## src/rtl/led_matrix_scan.sv

```systemverilog
// 8x8 LED matrix back end: double-buffered framebuffer with frame-boundary swap and row scanner.
// Optional per-dwell output blanking is enabled by defining LED_SCAN_BLANK_EN.
module led_matrix_scan #(
  parameter int ROWS         = 8,
  parameter int COLS         = 8,
  parameter int SCAN_DIV     = 1000,
  parameter int BLANK_CYCLES = 4,
  localparam int RW          = (ROWS > 1) ? $clog2(ROWS) : 1
) (
  input  logic            clk,
  input  logic            reset,
  input  logic            wr_en,
  input  logic [RW-1:0]   wr_row,
  input  logic [COLS-1:0] wr_data,
  input  logic            clr,
  input  logic            swap_req,
  output logic            swap_pending,
  output logic            swap_done,
  output logic            frame_tick,
  output logic [ROWS-1:0] led_row,
  output logic [COLS-1:0] led_col
);

  localparam int DW = $clog2(SCAN_DIV);
  localparam logic [DW-1:0] DIV_LAST  = DW'(SCAN_DIV - 1);
  localparam logic [DW-1:0] BLANK_LIM = DW'(BLANK_CYCLES);
  localparam logic [RW-1:0] ROW_LAST  = RW'(ROWS - 1);
  localparam logic [RW:0]   ROW_COUNT = (RW + 1)'(ROWS);

  logic [COLS-1:0] back_r     [ROWS];
  logic [COLS-1:0] front_r    [ROWS];
  logic [COLS-1:0] back_nxt_s [ROWS];
  logic [DW-1:0]   div_r;
  logic [RW-1:0]   row_idx_r;
  logic            pending_r;

  logic            boundary_s;
  logic            do_swap_s;
  logic            wr_ok_s;
  logic            blank_en_s;
  logic            blank_s;
  logic [ROWS-1:0] row_sel_s;
  logic [COLS-1:0] col_sel_s;

  assign swap_pending = pending_r;

  // Frame boundary and swap decision for the current cycle
  always_comb begin
    boundary_s = (row_idx_r == ROW_LAST) && (div_r == DIV_LAST);
    do_swap_s  = boundary_s && (pending_r || swap_req);
    wr_ok_s    = ({1'b0, wr_row} < ROW_COUNT);
  end

  // Next back-buffer contents: a write wins over a same-cycle clear
  always_comb begin
    for (int r = 0; r < ROWS; r++) begin
      if (wr_en && wr_ok_s && (wr_row == RW'(r))) begin
        back_nxt_s[r] = wr_data;
      end else if (clr) begin
        back_nxt_s[r] = {COLS{1'b0}};
      end else begin
        back_nxt_s[r] = back_r[r];
      end
    end
  end

  // Dwell divider and row index
  always_ff @(posedge clk or posedge reset) begin
    if (reset) begin
      div_r     <= {DW{1'b0}};
      row_idx_r <= {RW{1'b0}};
    end else if (div_r == DIV_LAST) begin
      div_r     <= {DW{1'b0}};
      row_idx_r <= (row_idx_r == ROW_LAST) ? {RW{1'b0}} : row_idx_r + 1'b1;
    end else begin
      div_r     <= div_r + 1'b1;
    end
  end

  // Back/front buffers and swap request latch; front copies the pre-edge back image
  always_ff @(posedge clk or posedge reset) begin
    if (reset) begin
      for (int r = 0; r < ROWS; r++) begin
        back_r[r]  <= {COLS{1'b0}};
        front_r[r] <= {COLS{1'b0}};
      end
      pending_r <= 1'b0;
    end else begin
      for (int r = 0; r < ROWS; r++) begin
        back_r[r] <= back_nxt_s[r];
        if (do_swap_s) begin
          front_r[r] <= back_r[r];
        end
      end
      pending_r <= boundary_s ? 1'b0 : (pending_r | swap_req);
    end
  end

  // Row select, column data and blanking qualifier for the next output cycle
  always_comb begin
`ifdef LED_SCAN_BLANK_EN
    blank_en_s = 1'b1;
`else
    blank_en_s = 1'b0;
`endif
    blank_s = blank_en_s && (div_r < BLANK_LIM);
    for (int r = 0; r < ROWS; r++) begin
      row_sel_s[r] = (row_idx_r == RW'(r));
    end
    col_sel_s = front_r[row_idx_r];
  end

  // Registered display outputs and pulses
  always_ff @(posedge clk or posedge reset) begin
    if (reset) begin
      led_row    <= {ROWS{1'b0}};
      led_col    <= {COLS{1'b0}};
      frame_tick <= 1'b0;
      swap_done  <= 1'b0;
    end else begin
      led_row    <= blank_s ? {ROWS{1'b0}} : row_sel_s;
      led_col    <= blank_s ? {COLS{1'b0}} : col_sel_s;
      frame_tick <= boundary_s;
      swap_done  <= do_swap_s;
    end
  end

endmodule
```

## config.mk

```make
export PLATFORM = sky130hd
export DESIGN_NAME = led_matrix_scan
export DESIGN_NICKNAME = d
export VERILOG_FILES = /design/src/rtl/led_matrix_scan.sv
export SDC_FILE = /design/constraint.sdc
export NUM_CORES = 1
export LEC_CHECK = 0
export ABC_AREA = 1
export BUFFER_PORTS_ARGS = -buffer_cell sky130_fd_sc_hd__buf_2
export CORE_MARGIN = 4
export CORE_UTILIZATION = 65
export DETAILED_ROUTE_END_ITERATION = 7
export PLACE_DENSITY_LB_ADDON = 0.25
export SLEW_MARGIN = 20
export SYNTH_ARGS = -nofsm -noshare
export SYNTH_HDL_FRONTEND = slang
export SYNTH_SLANG_ARGS = --single-unit
```

## constraint.sdc

```tcl
create_clock -name clk -period 15.5 [get_ports clk]
set_input_delay 4.65 -clock clk [delete_from_list [all_inputs] [get_ports clk]]
set_output_delay 4.65 -clock clk [all_outputs]
set_load 0.1 [all_outputs]
```

==> impl_metrics.py <==
metrics = {
    "status": {
        "outcome": "completed",
    },
    "detailed_routing": {
        "drtIter0Drc": 639,
        "wl_per_cell_um": 18.2,
        "wl_um": 16500,
        "remaining_drc_errors": 0,
        "firstDrtPassIters": 5,
        "num_vias": 5619,
        "ant_nets": 0,
        "via_per_inst": 6.20,
    },
    "grt": {
        "gr-usage-all-layers_pct": 29.2,
        "use_met3_pct": 7.40,
        "grt_pass1_wl_um": 26700,
        "grt_pass1_vias": 5208,
        "grt_max_degree": 87,
        "gr-usage-met1_pct": 40.4,
        "grt.overflow.total": 0,
        "met2_usage_pct": 45.3,
        "top_usage_layer": "met2",
        "antenna_found_initial": 0,
    },
    "die": {
        "fp.dieH_um": 110,
        "start_util_pct": 66.3,
        "fp.dieW_um": 110,
        "die-area_um2": 12100,
        "core_area_um2": 10200,
        "io_pins": 35,
        "row_count": 37,
    },
    "timing": {
        "rsz0062_at_grt": "false",
        "period_share_pct": 38.4,
        "setup_viol": 0,
        "slew_viol_final": 0,
        "fin_crit_ns": 5.95,
        "timing.final.hold_violations": 0,
        "tightest_slew_ns": 1.11,
        "fin_worst_skew_ns": 0.00957,
        "setup_tns_ns": 0,
        "maxSlewHeadroom_pct": 25.3,
        "timing.fmax_mhz": 168,
    },
    "cts": {
        "cts.reportedPaths.clkPinSlew_ns": 0.06,
        "ctsHtreeMaxLevel": 4,
        "clockBufferDepth": 2,
        "ctsResizeCount": 0,
        "hold_buffers": 0,
        "cts_buffers": 17,
        "clock-sinks": 160,
        "cts_setup_buffers": 0,
        "cts_tree": "done",
        "cts_root_buffer": "clkbuf_8",
        "clkLatencyLatePin_ns": 0.54,
    },
    "worst_setup_path": {
        "slowest_delay_ns": 0.43,
        "crit_slowest_cell": "buf_2",
        "cp_top_family": "buffers and inverters",
        "crit_required_ns": 10.85,
        "critPathKind": "flop to output port",
        "endpoint_kind": "output port",
        "crit_chain": "buf_2",
        "arrival_ns": 1.30,
        "crit_buf_inv": 1,
        "critPathLaunchType": "flop",
        "cp_max_fo": 1,
    },
    "finish": {
        "area_growth_pct": 10.9,
        "finalNetCount": 780,
        "drive_gt1_share_pct": 10.1,
        "diodes": 0,
        "fill_cells": 730,
    },
    "synth": {
        "synth_area_per_cell_um2": 9.03,
        "ys_warn_count": 0,
        "ys_seq_area_share_pct": 59.0,
        "syn_inst": 752,
        "syn-cell-area_um2": 6790,
        "ys_types": 21,
        "synth_fp_nets": 775,
        "ys_ff_latch": 160,
    },
    "pwr": {
        "leakage_uw": 0.00393,
        "irDropWorstVdd_v": 0.0000718,
        "report.power.total_uw": 875,
        "power_density_nw_per_um2": 116,
    },
    "place": {
        "gp_congestion": 0.760,
        "io_buffers": 34,
        "dp_hpwl_um": 8860,
    },
    "worst_hold_path": {
        "hold_path.class": "flop to flop",
    },
    "job": {
        "max-cap-violations": 0,
    },
}
==> cells by family (layout without fill, tap and decap cells) <==
group / Yosys count / count (layout) / synth area share (%)
simple gates: 374 / 374 / 24.4
fa+ha+maj: 7 / 7 / 1.29
xor+xnor: 2 / 2 / 0.258
buf+inv: 90 / 108 / 5.97
flops: 160 / 160 / 59.0
compound gates: 119 / 119 / 9.07
==> metrics by stage <==
step                      util (%)  instances  hold slack [ns]  worst slack [ns]  cell area, µm²
final                         73.6        906            0.468              9.55            7530
after global routing          73.6        906            0.489              9.51            7530
after CTS                     73.5        906            0.470              9.52            7520
after detailed placement      67.6        874            0.454              9.07            6920
after global placement        67.6        874            0.445              9.17            6920
after floorplan                  -        752            0.433              6.53            6790
==> Yosys cell counts, drive strengths merged <==
cell type	instances	area (µm²)
dfrtp	160	4000
nor3b	1	7.51
o22ai	16	100
clkinv	1	3.75
inv	36	135
nor3	3	15.0
ha	7	87.6
nand3	67	335
nor2	56	213
o21ai	98	490
a21oi	5	25.0
xor2	2	17.5
clkbuf	31	116
nand2	183	687
nand4	64	400
buf	22	150
==> report_power, final <==
group	total [µW]	switching, µW	leakage [µW]	internal (µW)
clock	424	171	0.000301	253
combinational	24.1	19.6	0.00143	4.42
sequential	427	3.49	0.00219	423
total	875	194	0.00393	680
==> final timing paths <==
path / from / slack, ns / cells after the start / endpoint
worst max-delay path: led_row[6] / 9.55 / 1 / led_row[6]
worst min-delay path: front_r[10] / 0.47 / 2 / front_r[10]
worst max register to register: row_idx_r[0] / 12.57 / 5 / led_col[3]
worst min register to register: front_r[10] / 0.47 / 2 / front_r[10]
max in group asynchronous: reset / 10.05 / 3 / row_idx_r[0]
min in group asynchronous: reset / 4.22 / 2 / back_r[37]
==> placed cells by master, fill, tap and decap left out, drive strengths merged, types with 9 or more instances in the layout <==
master	n
clkbuf	18
nand2	183
clkinv	9
dfrtp	160
nand3	67
inv	39
nor2	56
o21ai	98
o22ai	16
buf	39
nand4	64
==> sequential cells by signal (all words and copies together), names as in the netlist <==
name          count
back_r           64
front_r          64
div_r            10
led_col           8
led_row           8
row_idx_r         3
frame_tick        1
swap_done         1
swap_pending      1
==> layout make-up <==
class,instances,area (µm²),share of cell area (%)
clock buffers,18,428,5.68
clock inverters,14,179,2.38
inverters,37,144,1.91
multi-input cells,502,2390,31.8
flip-flops and latches,160,4010,53.2
well taps,136,170,2.26
repair buffers,39,211,2.81
==> per-layer routing <==
layer,vias to the layer above,wire length (µm)
li1,2553,-
met2,304,7770
met4,0,497
met1,2712,6590
met3,50,1610
met5,-,0
Note: power is estimated with default switching activity, not from simulation.
